`config.mk`:
```
export PLATFORM = sky130hd
export DESIGN_NAME = mem_arbiter_flat
export DESIGN_NICKNAME = d
export VERILOG_FILES = /design/src/rtl/mem_arbiter_if.sv /design/src/rtl/mem_arbiter.sv /design/src/flat_wrapper.sv
export SDC_FILE = /design/constraint.sdc
export NUM_CORES = 1
export LEC_CHECK = 0
export CORE_MARGIN = 3
export CORE_UTILIZATION = 39
export CTS_CLUSTER_SIZE = 40
export DETAILED_ROUTE_END_ITERATION = 6
export PLACE_DENSITY = 0.81
export SLEW_MARGIN = 20
export SYNTH_ARGS = -nofsm -noshare
export SYNTH_HDL_FRONTEND = slang
export SYNTH_SLANG_ARGS = --single-unit
```
`constraint.sdc`:
```
create_clock -name clk -period 2.15 [get_ports clk]
set_input_delay 0.3225 -clock clk [delete_from_list [all_inputs] [get_ports clk]]
set_output_delay 0.3225 -clock clk [all_outputs]
set_load 0.01 [all_outputs]
```
`src/rtl/mem_arbiter_if.sv`:
```
// Bus bundle between two requesters (fetch, load/store), the arbiter and a shared single-port memory.
// Handshake: a requester raises *_req and holds it (with stable address/data) until it sees a one-cycle *_ack;
// the arbiter holds mem_req and its latched address/data until mem_ack or timeout, then drops mem_req.
interface mem_arbiter_if;
    logic        inst_req;
    logic [31:0] inst_addr;
    logic        inst_ack;
    logic [31:0] inst_rdata;

    logic        data_req;
    logic        data_we;
    logic [31:0] data_addr;
    logic [3:0]  data_sel;
    logic [31:0] data_wdata;
    logic        data_ack;
    logic [31:0] data_rdata;

    logic        err;

    logic        mem_req;
    logic        mem_we;
    logic [31:0] mem_addr;
    logic [3:0]  mem_sel;
    logic [31:0] mem_wdata;
    logic [31:0] mem_rdata;
    logic        mem_ack;

    logic        stallreq;
    logic [1:0]  state;

    // Arbiter side.
    modport master (
        input  inst_req, inst_addr,
        input  data_req, data_we, data_addr, data_sel, data_wdata,
        input  mem_rdata, mem_ack,
        output inst_ack, inst_rdata, data_ack, data_rdata, err,
        output mem_req, mem_we, mem_addr, mem_sel, mem_wdata,
        output stallreq, state
    );

    // Requester/memory side.
    modport slave (
        output inst_req, inst_addr,
        output data_req, data_we, data_addr, data_sel, data_wdata,
        output mem_rdata, mem_ack,
        input  inst_ack, inst_rdata, data_ack, data_rdata, err,
        input  mem_req, mem_we, mem_addr, mem_sel, mem_wdata,
        input  stallreq, state
    );
endinterface

```
`src/rtl/mem_arbiter.sv`:
```
// Two-requester arbiter for a shared single-port memory: alternating priority on ties,
// latched memory request, per-transaction timeout with error flag.
module mem_arbiter #(
    parameter int unsigned TIMEOUT = 15
) (
    input  logic            clk,
    input  logic            rst,
    mem_arbiter_if.master   bus
);

    typedef enum logic [1:0] {
        IDLE   = 2'd0,
        BUSY_I = 2'd1,
        BUSY_D = 2'd2,
        RESP   = 2'd3
    } state_t;

    state_t      state_q, state_d;
    logic        last_data_q, last_data_d;
    logic [7:0]  cnt_q, cnt_d;

    logic        mem_req_q, mem_req_d;
    logic        mem_we_q, mem_we_d;
    logic [31:0] mem_addr_q, mem_addr_d;
    logic [3:0]  mem_sel_q, mem_sel_d;
    logic [31:0] mem_wdata_q, mem_wdata_d;
    logic        inst_ack_q, inst_ack_d;
    logic [31:0] inst_rdata_q, inst_rdata_d;
    logic        data_ack_q, data_ack_d;
    logic [31:0] data_rdata_q, data_rdata_d;
    logic        err_q, err_d;

    logic        grant_inst;
    logic        timed_out;

    // On a tie the requester that was not served last wins.
    assign grant_inst = bus.inst_req && (!bus.data_req || last_data_q);
    assign timed_out  = (cnt_q == 8'(TIMEOUT - 1));

    always_comb begin
        state_d      = state_q;
        last_data_d  = last_data_q;
        cnt_d        = cnt_q;
        mem_req_d    = mem_req_q;
        mem_we_d     = mem_we_q;
        mem_addr_d   = mem_addr_q;
        mem_sel_d    = mem_sel_q;
        mem_wdata_d  = mem_wdata_q;
        inst_ack_d   = 1'b0;
        inst_rdata_d = 32'h0;
        data_ack_d   = 1'b0;
        data_rdata_d = 32'h0;
        err_d        = 1'b0;

        unique case (state_q)
            IDLE: begin
                if (grant_inst) begin
                    state_d     = BUSY_I;
                    last_data_d = 1'b0;
                    cnt_d       = 8'd0;
                    mem_req_d   = 1'b1;
                    mem_we_d    = 1'b0;
                    mem_addr_d  = bus.inst_addr;
                    mem_sel_d   = 4'hF;
                    mem_wdata_d = 32'h0;
                end else if (bus.data_req) begin
                    state_d     = BUSY_D;
                    last_data_d = 1'b1;
                    cnt_d       = 8'd0;
                    mem_req_d   = 1'b1;
                    mem_we_d    = bus.data_we;
                    mem_addr_d  = bus.data_addr;
                    mem_sel_d   = bus.data_sel;
                    mem_wdata_d = bus.data_wdata;
                end
            end
            BUSY_I, BUSY_D: begin
                // A mem_ack on the final counted cycle still wins over the timeout.
                if (bus.mem_ack || timed_out) begin
                    state_d   = RESP;
                    mem_req_d = 1'b0;
                    err_d     = !bus.mem_ack;
                    if (state_q == BUSY_I) begin
                        inst_ack_d   = 1'b1;
                        inst_rdata_d = bus.mem_ack ? bus.mem_rdata : 32'h0;
                    end else begin
                        data_ack_d   = 1'b1;
                        data_rdata_d = bus.mem_ack ? bus.mem_rdata : 32'h0;
                    end
                end else begin
                    cnt_d = cnt_q + 8'd1;
                end
            end
            RESP: begin
                state_d = IDLE;
            end
            default: begin
                state_d = IDLE;
            end
        endcase
    end

    always_ff @(posedge clk) begin
        if (rst) begin
            state_q      <= IDLE;
            last_data_q  <= 1'b0;
            cnt_q        <= 8'd0;
            mem_req_q    <= 1'b0;
            mem_we_q     <= 1'b0;
            mem_addr_q   <= 32'h0;
            mem_sel_q    <= 4'h0;
            mem_wdata_q  <= 32'h0;
            inst_ack_q   <= 1'b0;
            inst_rdata_q <= 32'h0;
            data_ack_q   <= 1'b0;
            data_rdata_q <= 32'h0;
            err_q        <= 1'b0;
        end else begin
            state_q      <= state_d;
            last_data_q  <= last_data_d;
            cnt_q        <= cnt_d;
            mem_req_q    <= mem_req_d;
            mem_we_q     <= mem_we_d;
            mem_addr_q   <= mem_addr_d;
            mem_sel_q    <= mem_sel_d;
            mem_wdata_q  <= mem_wdata_d;
            inst_ack_q   <= inst_ack_d;
            inst_rdata_q <= inst_rdata_d;
            data_ack_q   <= data_ack_d;
            data_rdata_q <= data_rdata_d;
            err_q        <= err_d;
        end
    end

    assign bus.mem_req    = mem_req_q;
    assign bus.mem_we     = mem_we_q;
    assign bus.mem_addr   = mem_addr_q;
    assign bus.mem_sel    = mem_sel_q;
    assign bus.mem_wdata  = mem_wdata_q;
    assign bus.inst_ack   = inst_ack_q;
    assign bus.inst_rdata = inst_rdata_q;
    assign bus.data_ack   = data_ack_q;
    assign bus.data_rdata = data_rdata_q;
    assign bus.err        = err_q;
    assign bus.state      = state_q;

    assign bus.stallreq = (bus.inst_req & ~inst_ack_q) | (bus.data_req & ~data_ack_q);

endmodule

```
`src/flat_wrapper.sv`:
```
// flat-port wrapper written by rule: the top's interface ports become plain ports
module mem_arbiter_flat 
#(
    parameter int unsigned TIMEOUT = 15
)
  (clk, rst, bus_inst_req, bus_inst_addr, bus_data_req, bus_data_we, bus_data_addr, bus_data_sel, bus_data_wdata, bus_mem_rdata, bus_mem_ack, bus_inst_ack, bus_inst_rdata, bus_data_ack, bus_data_rdata, bus_err, bus_mem_req, bus_mem_we, bus_mem_addr, bus_mem_sel, bus_mem_wdata, bus_stallreq, bus_state);
  mem_arbiter_if bus_i ();
  input  logic clk;
  input  logic rst;
  input wire logic [$bits(bus_i.inst_req)-1:0] bus_inst_req;
  input wire logic [$bits(bus_i.inst_addr)-1:0] bus_inst_addr;
  input wire logic [$bits(bus_i.data_req)-1:0] bus_data_req;
  input wire logic [$bits(bus_i.data_we)-1:0] bus_data_we;
  input wire logic [$bits(bus_i.data_addr)-1:0] bus_data_addr;
  input wire logic [$bits(bus_i.data_sel)-1:0] bus_data_sel;
  input wire logic [$bits(bus_i.data_wdata)-1:0] bus_data_wdata;
  input wire logic [$bits(bus_i.mem_rdata)-1:0] bus_mem_rdata;
  input wire logic [$bits(bus_i.mem_ack)-1:0] bus_mem_ack;
  output wire logic [$bits(bus_i.inst_ack)-1:0] bus_inst_ack;
  output wire logic [$bits(bus_i.inst_rdata)-1:0] bus_inst_rdata;
  output wire logic [$bits(bus_i.data_ack)-1:0] bus_data_ack;
  output wire logic [$bits(bus_i.data_rdata)-1:0] bus_data_rdata;
  output wire logic [$bits(bus_i.err)-1:0] bus_err;
  output wire logic [$bits(bus_i.mem_req)-1:0] bus_mem_req;
  output wire logic [$bits(bus_i.mem_we)-1:0] bus_mem_we;
  output wire logic [$bits(bus_i.mem_addr)-1:0] bus_mem_addr;
  output wire logic [$bits(bus_i.mem_sel)-1:0] bus_mem_sel;
  output wire logic [$bits(bus_i.mem_wdata)-1:0] bus_mem_wdata;
  output wire logic [$bits(bus_i.stallreq)-1:0] bus_stallreq;
  output wire logic [$bits(bus_i.state)-1:0] bus_state;
  assign bus_i.inst_req = bus_inst_req;
  assign bus_i.inst_addr = bus_inst_addr;
  assign bus_i.data_req = bus_data_req;
  assign bus_i.data_we = bus_data_we;
  assign bus_i.data_addr = bus_data_addr;
  assign bus_i.data_sel = bus_data_sel;
  assign bus_i.data_wdata = bus_data_wdata;
  assign bus_i.mem_rdata = bus_mem_rdata;
  assign bus_i.mem_ack = bus_mem_ack;
  assign bus_inst_ack = bus_i.inst_ack;
  assign bus_inst_rdata = bus_i.inst_rdata;
  assign bus_data_ack = bus_i.data_ack;
  assign bus_data_rdata = bus_i.data_rdata;
  assign bus_err = bus_i.err;
  assign bus_mem_req = bus_i.mem_req;
  assign bus_mem_we = bus_i.mem_we;
  assign bus_mem_addr = bus_i.mem_addr;
  assign bus_mem_sel = bus_i.mem_sel;
  assign bus_mem_wdata = bus_i.mem_wdata;
  assign bus_stallreq = bus_i.stallreq;
  assign bus_state = bus_i.state;
  mem_arbiter #(.TIMEOUT(TIMEOUT)) u_core (.clk(clk), .rst(rst), .bus(bus_i));
endmodule
```
Word level (Yosys, flattened, before mapping)
Cells that the tools add are included.
{"block": "word_totals", "register_bits": 148, "inputBits": 138, "out_inout_bits": 140, "word_cells": 69}
{"block": "op_classes", "add_sub_neg": 1, "n_eq_ne": 7, "n_mux": 24, "bitwise": 8, "n_reduce_logical": 16}
{"cell": "$mux 32", "count": 5}
{"cell": "$mux 8", "count": 3}
{"cell": "$pmux 8 s2", "count": 1}
{"cell": "$add 8x1->8 const B", "count": 1}
{"cell": "$eq 8x4->1 const B", "count": 1}
{"cell": "$mux 1", "count": 8}
{"cell": "$mux 4", "count": 2}
{"cell": "$reduce_or 4->1", "count": 2}
{"cell": "$mux 2", "count": 3}
{"cell": "$pmux 2 s3", "count": 1}
{"cell": "$reduce_and 3->1", "count": 2}
{"cell": "$not 1->1", "count": 5}
{"cell": "$eq 2x2->1 const B", "count": 2}
{"cell": "$reduce_and 2->1", "count": 2}
{"cell": "$reduce_bool 2->1", "count": 2}
{"cell": "$ne 3x2->1 const B", "count": 1}
{"cell": "$reduce_or 3->1", "count": 1}
{"cell": "$and 1x1->1", "count": 2}
{"cell": "$eq 2x1->1 const B", "count": 1}
{"cell": "$logic_not 1->1", "count": 2}
{"cell": "$logic_not 2->1", "count": 1}
{"cell": "$logic_or 1x1->1", "count": 2}
{"cell": "$ne 2x1->1 const B", "count": 1}
{"cell": "$ne 2x2->1 const B", "count": 1}
{"cell": "4 further kinds", "count": 4}

Depth between registers and ports, before layout
{"block": "depth", "depth_word": 5, "mapped_depth": 8, "mapped_depth_nobuf": 6}

Least setup slack after synthesis
Ideal clock, no wire load.
{"block": "synth_path", "path_type": "register to register", "from": "register u_core.state_q[0] (netlist: u_core.bus.state[0])", "to": "register u_core.cnt_q[5]", "setup_ns": 0.082, "t_arrival_ns": 1.842, "t_required_ns": 2.068, "path_slack_ns": 0.225, "stages_incl_launch_ff": 7, "path_buffers": 1, "synth_period_minus_slack_ns": 1.925, "path_cell_list": "dfxtp_1 > inv_1 > ha_1 > clkbuf_1 > or3b_2 > a311o_1 > o221ai_1"}
{"block": "synth_via", "elab_chain_len": 4, "elab_cells_between_ends": 9, "classes_between": "4 x eq/ne; 1 x mux; 4 x reduce/logical"}
{"element": "start, declared", "line": "mem_arbiter.sv:18", "text": "state_t state_q, state_d;"}
{"element": "start signal, assigned", "line": "mem_arbiter.sv:119", "text": "state_q <= state_d;"}
{"element": "$eq 2x2->1 or $eq 2x1->1 (tied branches)", "line": "mem_arbiter.sv:55", "text": "unique case (state_q)"}
{"element": "$reduce_or 2->1", "line": "mem_arbiter.sv:55"}
{"element": "$ne 2x2->1 (no source line) or $reduce_bool 2->1 (tied branches)"}
{"element": "$reduce_and 3->1 (no source line)"}
{"element": "end signal, assigned", "line": "mem_arbiter.sv:121", "text": "cnt_q <= cnt_d;"}
{"element": "end, declared", "line": "mem_arbiter.sv:20", "text": "logic [7:0] cnt_q, cnt_d;"}
Several ways; a longest one is shown, not always the timed one.
A chain may end at the register's enable or synchronous reset.

Worst setup path in the final report
{"block": "layout_path", "from": "register u_core.cnt_q[7]", "to": "register u_core.cnt_q[5]"}
{"block": "layout_via", "elab_chain_len": 4}
{"element": "$eq 8x4->1", "line": "mem_arbiter.sv:38", "text": "assign timed_out = (cnt_q == 8'(TIMEOUT - 1));"}
{"element": "$logic_or 1x1->1", "line": "mem_arbiter.sv:79", "text": "if (bus.mem_ack || timed_out) begin"}
{"element": "$ne 2x2->1 (no source line)"}
{"element": "$reduce_and 3->1 (no source line)"}
Every way passes these cells.

==> results_dict.tcl <==
set metrics [dict create \
    status "finished clean" \
    critical_path_class "reg2reg" \
    ys_seq_area_frac 0.584 \
    tightest_slew_ns 0.467 \
    leakage_nw 3.44 \
    cts_resized 0 \
    drt_iter0_markers 389 \
    synth-edff-count 0 \
    dr_wl_met3_microns 1560 \
    clk_latency_ns 0.42 \
    finish.utilization 0.688 \
    vias 4891 \
    grt_pass1_vias 4885 \
    postSynthNetCount 675 \
    drive_gt1_frac 0.0672 \
    drc 0 \
    final_common_cell "clkdlybuf4s50_1" \
    dieWidth_microns 120 \
    highest_layer "met4" \
    multi_input_area_sq_um 1940 \
    cap_violations 0 \
    yosysTopAreaCell "dfxtp_1" \
    fin_crit_sh 0.911 \
    grt_setup_unrepaired "false" \
    wirelength_microns 15700 \
    htreeDepth 4 \
    cp-end-kind "flip-flop" \
    dr.pass1.iters 5 \
    avgSynthCellArea_sq_um 9.54 \
    syn_area_sq_um 5080 \
    synth_top_area_share 0.584 \
    fp.dieArea_sq_um 14400 \
    async_reset_ff_frac 0 \
    rows 41 \
    place_congestion 0.845 \
    grt_max_degree 46 \
    io_buffers 277 \
    dr_wl_met2_microns 7820 \
    critical_path_required_ns 2.48 \
    start_util 0.401 \
    dieHeight_microns 120 \
    antenna_found_initial 0 \
    grt-ovfl-total 0 \
    worstPathArrival_ns 2.28 \
    grt_pass1_wl_microns 24800 \
    start_kind "flip-flop" \
    hold_path_class "in2reg" \
    cts_root_buf "clkbuf_16" \
    layout_common_cells "clkdlybuf4s50_1, dfxtp_1, nor2_1" \
    cts_made_buffers 17 \
    placeableCoreArea_sq_um 12700 \
    ir_drop_mv 0.707 \
    finalHoldViolCount 0 \
    seqCellArea_sq_um 2960 \
    clk_pin_slew_ns 0.06 \
    setup_viol 0 \
    ios 278 \
    clock-skew-final_ns 0.00781 \
    fin_nets 949 \
    track_usage 0.215 \
    area_growth_pct 71.7 \
    critPathMaxFanout 7 \
    yosysWarnings 0 \
    finalPower_mw 9.65 \
    antenna_cells 0 \
    cts_sinks 148 \
    dp_hpwl_microns 11600 \
    fmax_mhz 511 \
    postCtsSetupBuffers 0 \
    max_slew_margin 0.689 \
    synth_area_leaders "dfxtp_1, nor2_1, mux2i_1" \
    ys.flop_type "dfxtp_1" \
    ys_ff_latch 148 \
    power.density_nw_per_um2 1110 \
    m1WireLength_microns 5970 \
    clockBufferDepth 2 \
    period_needed_ns 1.96 \
    vias_per_cell 4.94 \
    fill_cells 939 \
    cts_hold_buf 0 \
    ant_nets 0 \
    routedWlPerCell_microns 15.8 \
    syn_inst 532 \
    cts_tree "done" \
    yosysUniqueCellTypes 40 \
    drv_slew 0 \
]
## cell families after synthesis
group                    after synthesis  synth area share
AND/OR/NAND/NOR                      195             0.155
flip-flops                           148             0.584
AO/OA/AOI/OAI                        103             0.147
buffers and inverters                 48            0.0365
multiplexers                          33            0.0651
adder cells (fa/ha/maj)                5            0.0123
## cell type report
class,count,share of cell area
Timing Repair Buffer,295,0.339
Sequential cell,148,0.340
Inverter,8,0.00345
Clock inverter,14,0.0204
Tap cell,172,0.0247
Clock buffer,18,0.0492
Multi-Input combinational cell,336,0.223
## cells in the mapped netlist, types with 3 or more instances
| master | n |
|---|---|
| a211oi_1 | 32 |
| a21oi_1 | 5 |
| a22oi_1 | 33 |
| a31oi_1 | 7 |
| buf_1 | 3 |
| buf_2 | 4 |
| clkbuf_1 | 33 |
| dfxtp_1 | 148 |
| ha_1 | 5 |
| inv_1 | 8 |
| mux2i_1 | 33 |
| nand2_1 | 35 |
| nand2b_1 | 5 |
| nand3_1 | 5 |
| nor2_1 | 138 |
| o21ai_0 | 3 |
| o21ai_1 | 3 |
| o22ai_1 | 5 |
## flip-flops by register name, summed over array words and instances (netlist names)
name,cells
u_core.bus.mem_addr,32
u_core.cnt_q,8
u_core.bus.data_rdata,32
u_core.bus.inst_rdata,32
u_core.bus.data_ack,1
u_core.bus.inst_ack,1
u_core.last_data_q,1
u_core.bus.err,1
u_core.bus.mem_req,1
u_core.bus.state,2
u_core.bus.mem_sel,4
u_core.bus.mem_we,1
u_core.bus.mem_wdata,32
## worst max-delay path, cell delays in order, from the launching register on
cell and delay (ns):
dfxtp_1 0.33, or4_4 0.55, o21ba_1 0.29, a311o_1 0.46
o221ai_1 0.24
## where the power goes
group | total [mW] | switching (mW) | internal (mW)
logic | 3.19 | 1.58 | 1.61
clock network | 3.01 | 1.18 | 1.84
registers | 3.45 | 0.249 | 3.20
total | 9.65 | 3.00 | 6.65
## metrics by stage
| step | setup slack [ns] | cell area [sq um] | setup TNS, ns | hold slack [ns] | cells |
|---|---|---|---|---|---|
| finish | 0.192 | 8710 | 0 | 0.417 | 991 |
| global placement | 0.0651 | 8110 | 0 | 0.454 | 959 |
| CTS | 0.0137 | 8710 | 0 | 0.395 | 991 |
| detailed placement | -0.0112 | 8110 | -0.0112 | 0.476 | 959 |
| floorplan | 0.225 | 5080 | 0 | 0.439 | 532 |
| global route | 0.0590 | 8710 | 0 | 0.432 | 991 |
## routing by layer
metal | vias up | GRT usage
met1 | 2260 | 0.238
met2 | 221 | 0.373
met4 | 0 | 0.0830
met5 | - | 0
met3 | 27 | 0.0815
li1 | 2383 | -
## worst paths after layout
path,start,to,slack (ns),depth (start not counted)
worst max-delay path,u_core.cnt_q[7],u_core.cnt_q[5],0.19,4
worst min-delay path,rst,u_core.bus.err,0.42,3
worst max register to register,u_core.cnt_q[7],u_core.cnt_q[5],0.19,4
worst min register to register,u_core.cnt_q[7],u_core.cnt_q[7],0.50,1
Power figures use the tool's default switching activity.
